===== config.mk =====
export PLATFORM = sky130hd
export DESIGN_NAME = cnn_param_streamer_flat
export DESIGN_NICKNAME = d
export VERILOG_FILES = /design/src/rtl/cnn_param_streamer_pkg.sv /design/src/rtl/cnn_param_streamer_if.sv /design/src/rtl/cnn_param_streamer_region_sel.sv /design/src/rtl/cnn_param_streamer.sv /design/src/flat_wrapper.sv
export SDC_FILE = /design/constraint.sdc
export NUM_CORES = 1
export LEC_CHECK = 0
export CELL_PAD_IN_SITES_DETAIL_PLACEMENT = 2
export CELL_PAD_IN_SITES_GLOBAL_PLACEMENT = 2
export CORE_MARGIN = 1
export CORE_UTILIZATION = 31
export CTS_CLUSTER_DIAMETER = 100
export CTS_CLUSTER_SIZE = 30
export DETAILED_ROUTE_END_ITERATION = 16
export GPL_TIMING_DRIVEN = 1
export PLACE_DENSITY_LB_ADDON = 0.1
export SYNTH_ARGS = -nofsm -noshare
export SYNTH_HDL_FRONTEND = slang
export SYNTH_HIERARCHICAL = 1
export SYNTH_SLANG_ARGS = --single-unit

===== constraint.sdc =====
create_clock -name clk -period 3.05 [get_ports clk]
set_input_delay 0.61 -clock clk [delete_from_list [all_inputs] [get_ports clk]]
set_output_delay 0.61 -clock clk [all_outputs]
set_load 0.02 [all_outputs]

===== src/rtl/cnn_param_streamer_pkg.sv =====
// Shared types and memory-layout constants for the CNN parameter streamer.
// Region bases are cumulative sums of the region lengths.
package cnn_param_pkg;

    localparam int CONV_LEN = 9;
    localparam int FC1_LEN  = 640;
    localparam int FC2_LEN  = 200;
    localparam int IMG_LEN  = 324;
    localparam int ANS_LEN  = 10;

    localparam int CONV1_BASE  = 0;
    localparam int CONV2_BASE  = CONV1_BASE + CONV_LEN;
    localparam int CONV3_BASE  = CONV2_BASE + CONV_LEN;
    localparam int FC1_BASE    = CONV3_BASE + CONV_LEN;
    localparam int FC2_BASE    = FC1_BASE + FC1_LEN;
    localparam int IMG_BASE    = FC2_BASE + FC2_LEN;
    localparam int ANS_BASE    = IMG_BASE + IMG_LEN;
    localparam int TOTAL_WORDS = ANS_BASE + ANS_LEN;

    localparam int NUM_REGIONS = 7;
    localparam int CNT_W       = $clog2(FC1_LEN) + 1;
    localparam int BASE_W      = $clog2(TOTAL_WORDS);

    // Encoding order is the service priority: lower value wins.
    typedef enum logic [2:0] {
        RG_CONV1 = 3'd0,
        RG_CONV2 = 3'd1,
        RG_CONV3 = 3'd2,
        RG_FC1   = 3'd3,
        RG_FC2   = 3'd4,
        RG_IMG   = 3'd5,
        RG_ANS   = 3'd6
    } region_e;

    typedef enum logic [2:0] {
        ST_IDLE    = 3'd0,
        ST_STREAM  = 3'd1,
        ST_FLUSH   = 3'd2,
        ST_DONE    = 3'd3,
        ST_RELEASE = 3'd4
    } state_e;

    // True when the whole parameter image is addressable with src_aw bits.
    function automatic bit src_layout_fits(input int src_aw);
        return TOTAL_WORDS <= (1 << src_aw);
    endfunction

endpackage


===== src/rtl/cnn_param_streamer_if.sv =====
// Load-request / parameter-write bundle between the host streamer (master)
// and the accelerator controller plus parameter memory (slave).
interface cnn_param_streamer_if #(
    parameter int DATA_W = 16,
    parameter int ADDR_W = 16,
    parameter int SRC_AW = 11
);
    logic              go;
    logic              conv_weight1;
    logic              conv_weight2;
    logic              conv_weight3;
    logic              fc_weight1;
    logic              fc_weight2;
    logic              img_input;
    logic              right_answer;
    logic [DATA_W-1:0] src_data;

    logic              srt;
    logic              src_rd;
    logic [SRC_AW-1:0] src_addr;
    logic [DATA_W-1:0] ex_data;
    logic [ADDR_W-1:0] ex_addr;
    logic              ex_we;
    logic              done_conv_weight1;
    logic              done_conv_weight2;
    logic              done_conv_weight3;
    logic              done_fc_weight1;
    logic              done_fc_weight2;
    logic              done_img_input;
    logic              done_right_answer;

    modport master (
        input  go, conv_weight1, conv_weight2, conv_weight3, fc_weight1,
               fc_weight2, img_input, right_answer, src_data,
        output srt, src_rd, src_addr, ex_data, ex_addr, ex_we,
               done_conv_weight1, done_conv_weight2, done_conv_weight3,
               done_fc_weight1, done_fc_weight2, done_img_input,
               done_right_answer
    );

    modport slave (
        output go, conv_weight1, conv_weight2, conv_weight3, fc_weight1,
               fc_weight2, img_input, right_answer, src_data,
        input  srt, src_rd, src_addr, ex_data, ex_addr, ex_we,
               done_conv_weight1, done_conv_weight2, done_conv_weight3,
               done_fc_weight1, done_fc_weight2, done_img_input,
               done_right_answer
    );
endinterface


===== src/rtl/cnn_param_streamer_region_sel.sv =====
// Combinational region lookup: priority-encodes the live requests and maps
// the latched region to its memory base, length and done one-hot.
module param_region_sel
    import cnn_param_pkg::*;
(
    input  logic [NUM_REGIONS-1:0] req,
    input  region_e                lat_region,
    output logic                   any_req,
    output region_e                pri_region,
    output logic [BASE_W-1:0]      lat_base,
    output logic [CNT_W-1:0]       lat_len,
    output logic [NUM_REGIONS-1:0] lat_done
);

    assign any_req = |req;

    // Scan from lowest priority upward so the highest-priority hit lands last.
    always_comb begin
        pri_region = RG_CONV1;
        for (int i = NUM_REGIONS - 1; i >= 0; i--) begin
            if (req[i]) pri_region = region_e'(3'(i));
        end
    end

    always_comb begin
        lat_base = BASE_W'(CONV1_BASE);
        lat_len  = CNT_W'(CONV_LEN);
        case (lat_region)
            RG_CONV1: begin lat_base = BASE_W'(CONV1_BASE); lat_len = CNT_W'(CONV_LEN); end
            RG_CONV2: begin lat_base = BASE_W'(CONV2_BASE); lat_len = CNT_W'(CONV_LEN); end
            RG_CONV3: begin lat_base = BASE_W'(CONV3_BASE); lat_len = CNT_W'(CONV_LEN); end
            RG_FC1:   begin lat_base = BASE_W'(FC1_BASE);   lat_len = CNT_W'(FC1_LEN);  end
            RG_FC2:   begin lat_base = BASE_W'(FC2_BASE);   lat_len = CNT_W'(FC2_LEN);  end
            RG_IMG:   begin lat_base = BASE_W'(IMG_BASE);   lat_len = CNT_W'(IMG_LEN);  end
            RG_ANS:   begin lat_base = BASE_W'(ANS_BASE);   lat_len = CNT_W'(ANS_LEN);  end
            default:  begin lat_base = BASE_W'(CONV1_BASE); lat_len = CNT_W'(CONV_LEN); end
        endcase
    end

    always_comb begin
        lat_done             = '0;
        lat_done[lat_region] = 1'b1;
    end

endmodule


===== src/rtl/cnn_param_streamer.sv =====
// Host-side parameter streamer: serves one load request at a time by reading
// its memory region and writing it word by word through a 2-stage pipe.
module cnn_param_streamer
    import cnn_param_pkg::*;
#(
    parameter int DATA_W = 16,
    parameter int ADDR_W = 16,
    parameter int SRC_AW = 11
) (
    input logic                  clk,
    input logic                  reset,
    cnn_param_streamer_if.master bus
);

    if (!src_layout_fits(SRC_AW)) begin : g_src_aw_check
        $error("parameter memory layout exceeds SRC_AW address space");
    end

    logic [NUM_REGIONS-1:0] req;
    assign req = {bus.right_answer, bus.img_input, bus.fc_weight2, bus.fc_weight1,
                  bus.conv_weight3, bus.conv_weight2, bus.conv_weight1};

    state_e                 state, state_nx;
    region_e                lat_region, pri_region;
    logic                   any_req;
    logic [BASE_W-1:0]      lat_base;
    logic [CNT_W-1:0]       lat_len;
    logic [NUM_REGIONS-1:0] lat_done;
    logic [CNT_W-1:0]       rd_cnt;
    logic                   req_lat, abort, last_rd;
    logic [SRC_AW-1:0]      rd_addr;

    logic                   srt_d, src_rd_d, latch_en, cnt_inc;
    logic [NUM_REGIONS-1:0] done_d;

    logic                   srt_q, src_rd_q;
    logic [SRC_AW-1:0]      src_addr_q;
    logic [NUM_REGIONS-1:0] done_q;
    logic [CNT_W-1:0]       idx_rd;
    logic                   vld_p0, vld_p1;
    logic [CNT_W-1:0]       idx_p0, idx_p1;
    logic [DATA_W-1:0]      data_p1;

    param_region_sel u_region_sel (
        .req        (req),
        .lat_region (lat_region),
        .any_req    (any_req),
        .pri_region (pri_region),
        .lat_base   (lat_base),
        .lat_len    (lat_len),
        .lat_done   (lat_done)
    );

    assign req_lat = req[lat_region];
    assign abort   = ((state == ST_STREAM) || (state == ST_FLUSH)) && !req_lat;
    assign last_rd = (rd_cnt == (lat_len - CNT_W'(1)));
    assign rd_addr = SRC_AW'({1'b0, lat_base} + (BASE_W + 1)'(rd_cnt));

    always_ff @(posedge clk) begin
        if (reset) state <= ST_IDLE;
        else       state <= state_nx;
    end

    always_comb begin
        state_nx = state;
        case (state)
            ST_IDLE:    if (any_req) state_nx = ST_STREAM;
            ST_STREAM:  if (!req_lat) state_nx = ST_IDLE;
                        else if (last_rd) state_nx = ST_FLUSH;
            // Leave once the final read has left the issue register.
            ST_FLUSH:   if (!req_lat) state_nx = ST_IDLE;
                        else if (!src_rd_q) state_nx = ST_DONE;
            ST_DONE:    state_nx = ST_RELEASE;
            ST_RELEASE: if (!req_lat) state_nx = ST_IDLE;
            default:    state_nx = ST_IDLE;
        endcase
    end

    always_comb begin
        srt_d    = 1'b0;
        src_rd_d = 1'b0;
        latch_en = 1'b0;
        cnt_inc  = 1'b0;
        done_d   = '0;
        case (state)
            ST_IDLE:   if (any_req) latch_en = 1'b1;
                       else srt_d = bus.go;
            ST_STREAM: if (req_lat) begin
                           src_rd_d = 1'b1;
                           cnt_inc  = 1'b1;
                       end
            ST_DONE:   done_d = lat_done;
            default:   ;
        endcase
    end

    always_ff @(posedge clk) begin
        if (reset) begin
            lat_region <= RG_CONV1;
            rd_cnt     <= '0;
            srt_q      <= 1'b0;
            src_rd_q   <= 1'b0;
            src_addr_q <= '0;
            done_q     <= '0;
            vld_p0     <= 1'b0;
            vld_p1     <= 1'b0;
            idx_p1     <= '0;
            data_p1    <= '0;
        end else begin
            srt_q    <= srt_d;
            src_rd_q <= src_rd_d;
            done_q   <= done_d;
            if (latch_en) begin
                lat_region <= pri_region;
                rd_cnt     <= '0;
            end else if (cnt_inc) begin
                rd_cnt <= rd_cnt + CNT_W'(1);
            end
            if (src_rd_d) src_addr_q <= rd_addr;
            // Stage 1: issued read becomes a pending write slot.
            vld_p0 <= src_rd_q && !abort;
            // Stage 2: returned memory word is registered onto the write port.
            vld_p1 <= vld_p0 && !abort;
            if (vld_p0 && !abort) begin
                idx_p1  <= idx_p0;
                data_p1 <= bus.src_data;
            end
        end
    end

    always_ff @(posedge clk) begin
        idx_rd <= rd_cnt;
        idx_p0 <= idx_rd;
    end

    assign bus.srt               = srt_q;
    assign bus.src_rd            = src_rd_q;
    assign bus.src_addr          = src_addr_q;
    assign bus.ex_we             = vld_p1;
    assign bus.ex_addr           = ADDR_W'(idx_p1);
    assign bus.ex_data           = data_p1;
    assign bus.done_conv_weight1 = done_q[0];
    assign bus.done_conv_weight2 = done_q[1];
    assign bus.done_conv_weight3 = done_q[2];
    assign bus.done_fc_weight1   = done_q[3];
    assign bus.done_fc_weight2   = done_q[4];
    assign bus.done_img_input    = done_q[5];
    assign bus.done_right_answer = done_q[6];

endmodule

===== src/flat_wrapper.sv =====
// flat-port wrapper written by rule: the top's interface ports become plain ports
module cnn_param_streamer_flat import cnn_param_pkg::*;
#(
    parameter int DATA_W = 16,
    parameter int ADDR_W = 16,
    parameter int SRC_AW = 11
)
  (clk, reset, bus_go, bus_conv_weight1, bus_conv_weight2, bus_conv_weight3, bus_fc_weight1, bus_fc_weight2, bus_img_input, bus_right_answer, bus_src_data, bus_srt, bus_src_rd, bus_src_addr, bus_ex_data, bus_ex_addr, bus_ex_we, bus_done_conv_weight1, bus_done_conv_weight2, bus_done_conv_weight3, bus_done_fc_weight1, bus_done_fc_weight2, bus_done_img_input, bus_done_right_answer);
  cnn_param_streamer_if #(.DATA_W(DATA_W), .ADDR_W(ADDR_W), .SRC_AW(SRC_AW)) bus_i ();
  input logic clk;
  input logic reset;
  input wire logic [$bits(bus_i.go)-1:0] bus_go;
  input wire logic [$bits(bus_i.conv_weight1)-1:0] bus_conv_weight1;
  input wire logic [$bits(bus_i.conv_weight2)-1:0] bus_conv_weight2;
  input wire logic [$bits(bus_i.conv_weight3)-1:0] bus_conv_weight3;
  input wire logic [$bits(bus_i.fc_weight1)-1:0] bus_fc_weight1;
  input wire logic [$bits(bus_i.fc_weight2)-1:0] bus_fc_weight2;
  input wire logic [$bits(bus_i.img_input)-1:0] bus_img_input;
  input wire logic [$bits(bus_i.right_answer)-1:0] bus_right_answer;
  input wire logic [$bits(bus_i.src_data)-1:0] bus_src_data;
  output wire logic [$bits(bus_i.srt)-1:0] bus_srt;
  output wire logic [$bits(bus_i.src_rd)-1:0] bus_src_rd;
  output wire logic [$bits(bus_i.src_addr)-1:0] bus_src_addr;
  output wire logic [$bits(bus_i.ex_data)-1:0] bus_ex_data;
  output wire logic [$bits(bus_i.ex_addr)-1:0] bus_ex_addr;
  output wire logic [$bits(bus_i.ex_we)-1:0] bus_ex_we;
  output wire logic [$bits(bus_i.done_conv_weight1)-1:0] bus_done_conv_weight1;
  output wire logic [$bits(bus_i.done_conv_weight2)-1:0] bus_done_conv_weight2;
  output wire logic [$bits(bus_i.done_conv_weight3)-1:0] bus_done_conv_weight3;
  output wire logic [$bits(bus_i.done_fc_weight1)-1:0] bus_done_fc_weight1;
  output wire logic [$bits(bus_i.done_fc_weight2)-1:0] bus_done_fc_weight2;
  output wire logic [$bits(bus_i.done_img_input)-1:0] bus_done_img_input;
  output wire logic [$bits(bus_i.done_right_answer)-1:0] bus_done_right_answer;
  assign bus_i.go = bus_go;
  assign bus_i.conv_weight1 = bus_conv_weight1;
  assign bus_i.conv_weight2 = bus_conv_weight2;
  assign bus_i.conv_weight3 = bus_conv_weight3;
  assign bus_i.fc_weight1 = bus_fc_weight1;
  assign bus_i.fc_weight2 = bus_fc_weight2;
  assign bus_i.img_input = bus_img_input;
  assign bus_i.right_answer = bus_right_answer;
  assign bus_i.src_data = bus_src_data;
  assign bus_srt = bus_i.srt;
  assign bus_src_rd = bus_i.src_rd;
  assign bus_src_addr = bus_i.src_addr;
  assign bus_ex_data = bus_i.ex_data;
  assign bus_ex_addr = bus_i.ex_addr;
  assign bus_ex_we = bus_i.ex_we;
  assign bus_done_conv_weight1 = bus_i.done_conv_weight1;
  assign bus_done_conv_weight2 = bus_i.done_conv_weight2;
  assign bus_done_conv_weight3 = bus_i.done_conv_weight3;
  assign bus_done_fc_weight1 = bus_i.done_fc_weight1;
  assign bus_done_fc_weight2 = bus_i.done_fc_weight2;
  assign bus_done_img_input = bus_i.done_img_input;
  assign bus_done_right_answer = bus_i.done_right_answer;
  cnn_param_streamer #(.DATA_W(DATA_W), .ADDR_W(ADDR_W), .SRC_AW(SRC_AW)) u_core (.clk(clk), .reset(reset), .bus(bus_i));
endmodule

==> results.sh <==
export IMPL_p_per_area_mw_per_mm2=487
export IMPL_synth_flop_cell="dfxtp_1"
export IMPL_post_cts_buffers=0
export IMPL_cts_buffers=9
export IMPL_final_area_mm2=0.00537
export IMPL_synth_seq_cells=88
export IMPL_ys_top_cells_by_area="dfxtp_1 (43%), nand2_1 (5.1%), a21oi_2 (4.3%)"
export IMPL_track_usage_pct=18.5
export IMPL_viasPerCell=4.82
export IMPL_required_ns=3.29
export IMPL_vdd_ir_drop_max_mv=0.367
export IMPL_area_growth_pct=31.7
export IMPL_io_buffer_count=73
export IMPL_critical_path_class="register to register"
export IMPL_critPathArrivalTime_ns=3.14
export IMPL_power_mw=2.62
export IMPL_cts_root_buf="clkbuf_16"
export IMPL_tritoncts="done"
export IMPL_wl_um=11700
export IMPL_post_synth_top_area_cell="dfxtp_1"
export IMPL_synth_common_cells="dfxtp_1 (88), nand2_1 (55), nor2_1 (36), a21oi_1 (24)"
export IMPL_first_global_vias=3707
export IMPL_gp_congestion=0.822
export IMPL_grt_overflow=0
export IMPL_h_tree_depth=3
export IMPL_crit_path_max_fanout=10
export IMPL_start_util_pct=32.1
export IMPL_async_flop_share_pct=0
export IMPL_skew_ns=0.00471
export IMPL_dieWidth_um=117
export IMPL_p_leak_nw=2.04
export IMPL_ys_seq_area_share_pct=43.2
export IMPL_fin_tns_setup_ns=0
export IMPL_drv_cap=0
export IMPL_final_setup_viol_count=0
export IMPL_ant_nets=0
export IMPL_row_count=41
export IMPL_cts_buffer_depth=2
export IMPL_path_clk_slew_ns=0.07
export IMPL_grt_max_degree=31
export IMPL_drive_gt1_share_pct=19.4
export IMPL_hold_viol=0
export IMPL_clock_fmax_mhz=345
export IMPL_hold_buffers=0
export IMPL_post_route_period_util_pct=95.2
export IMPL_cp_cell_sequence="or3b_4, buf_4, o21ai_2, or2_1, inv_1, fa_1, nor2b_2, o31a_1, o41a_1, o211ai_1, and3_1, o311a_1"
export IMPL_yosys_warnings=6
export IMPL_die_y_um=117
export IMPL_antenna_found_initial=0
export IMPL_grt_pass1_wl_um=18900
export IMPL_dieArea_mm2=0.0136
export IMPL_fin_ws_ns=0.148
export IMPL_via_count=3453
export IMPL_hpwlAfterDp_um=8680
export IMPL_synth_edf_count=0
export IMPL_rsz0062_at_grt="no"
export IMPL_synth_distinct_cells=64
export IMPL_clk_latency_ns=0.35
export IMPL_outcome="finished clean"
export IMPL_firstDrtPassIters=4
export IMPL_cp_end_kind="register"
export IMPL_synth_top_area_share_pct=43.2
export IMPL_dpl_instance_area_mm2=0.00507
export IMPL_place_ws_ns=0.0765
export IMPL_drc_errors=0
export IMPL_wl_per_cell_um=16.4
export IMPL_core_area_mm2=0.0127
export IMPL_crit_path_start_kind="register"
export IMPL_max_stage_delay_ns=0.45
export IMPL_worstHoldPathType="register to register"
export IMPL_crit_family="simple AND/OR/NAND/NOR gates"
export IMPL_diodes=0
export IMPL_design_portCount=79
export IMPL_fin_nets=579
export IMPL_cpMaxStageDelayCell="fa_1"
export IMPL_slew_viol_final=0
export IMPL_worst_path_buf_inv=2
export IMPL_syn_area_mm2=0.00408
export IMPL_syn_inst=451
export IMPL_yosysMostFrequentCell="dfxtp_1"
export IMPL_avgSynthCellArea_um2=9.04
export IMPL_fin_crit_ns=2.90
export IMPL_drt_iter0_markers=144
export IMPL_cts_sinks=88
==> report_power, final <==
group / internal [mW] / leakage (nW) / switching (mW)
clock network: 0.576 / 0.142 / 0.526
logic: 0.140 / 1.18 / 0.179
registers: 1.17 / 0.712 / 0.0223
==> worst paths after layout <==
| kind | startpoint | to | slack (ns) | depth (start not counted) |
|---|---|---|---|---|
| hold / removal | u_core/idx_rd[6]$_DFF_P_ | u_core/idx_p0[6]$_DFF_P_ | 0.33 | 0 |
| hold reg to reg | u_core/idx_rd[6]$_DFF_P_ | u_core/idx_p0[6]$_DFF_P_ | 0.33 | 0 |
| setup reg to reg | u_core/lat_region[1]$_SDFFE_PP0P_ | u_core/bus.src_addr[10]$_SDFFE_PP0P_ | 0.15 | 12 |
| setup / recovery | u_core/lat_region[1]$_SDFFE_PP0P_ | u_core/bus.src_addr[10]$_SDFFE_PP0P_ | 0.15 | 12 |
==> repair_timing <==
item                                    in CTS  in global routing
endpoints found under the setup margin       0                  3
resized for setup                            0                  5
hold endpoints to repair                     0                  0
==> cells by family after synthesis <==
family | count (synthesis) | synth area share (%)
xor gates and xnor gates | 30 | 6.44
AOI/OAI and AO/OA | 82 | 14.2
other | 2 | 0.184
and+or+nand+nor | 185 | 23.6
adders and majority gates | 13 | 4.17
DFF | 88 | 43.2
buffers and inverters | 44 | 6.13
muxes | 7 | 2.12
==> registers in the layout (all words and copies together) (netlist names) <==
| register | cells |
|---|---|
| u_core/bus.srt | 1 |
| u_core/done_q | 7 |
| u_core/bus.src_addr | 11 |
| u_core/rd_cnt | 11 |
| u_core/bus.src_rd | 1 |
| u_core/state | 3 |
| u_core/lat_region | 3 |
| u_core/idx_p0 | 11 |
| u_core/idx_p1 | 11 |
| u_core/vld_p0 | 1 |
| u_core/bus.ex_data | 16 |
| u_core/idx_rd | 11 |
| u_core/bus.ex_we | 1 |
==> worst register-to-register path, delay by kind of cell, from the launching register on <==
| family | cells | cell delay [ns] |
|---|---|---|
| adder cells (fa/ha/maj) | 1 | 0.45 |
| AO/OA/AOI/OAI | 5 | 0.84 |
| flip-flops | 1 | 0.37 |
| buffers and inverters | 2 | 0.22 |
| AND/OR/NAND/NOR | 4 | 0.89 |
==> stage by stage <==
step	hold slack, ns	util, %	std cells
2_1_floorplan	0.310	-	457
3_3_place_gp	0.311	39.9	701
3_5_place_dp	0.315	39.9	701
4_1_cts	0.332	42.2	717
5_1_grt	0.340	42.2	717
6_report	0.327	42.2	717
==> cells in the final DEF, fill, tap and decap left out, types with 4 or more instances in the layout <==
cell	Yosys	layout
dfxtp_1	88	85
clkdlybuf4s50_1	0	72
nand2_1	55	55
nor2_1	36	36
buf_4	14	31
a21oi_1	24	24
nand2_2	20	20
a21oi_2	20	20
xor2_1	17	17
xnor2_1	13	13
inv_1	12	12
and2_1	12	12
ha_1	12	12
nor3_1	11	11
clkbuf_16	0	9
nand3_1	8	8
o21ai_0	8	8
conb_1	2	8
and3_1	6	6
nor2b_1	5	4
o21a_1	4	4
a211oi_1	4	4
==> cell type report <==
type / instances / area [um2]
clock buffers: 9 / 225
clock inverters: 7 / 70.1
fillers: 1472 / 7350
inverters: 12 / 45.0
multi-input cells: 325 / 2090
flip-flops and latches: 88 / 1770
well taps: 172 / 215
repair buffers: 104 / 958
==> metal layers <==
metal / share of wire, % / global-route usage [%] / up-vias
li1: - / - / 1678
met1: 44 / 21.2 / 1704
met2: 52 / 34.3 / 62
met3: 3.4 / 4.41 / 9
met4: 0.76 / 4.81 / 0
met5: 0 / 0 / -
Note: power is estimated with default switching activity, not from simulation.
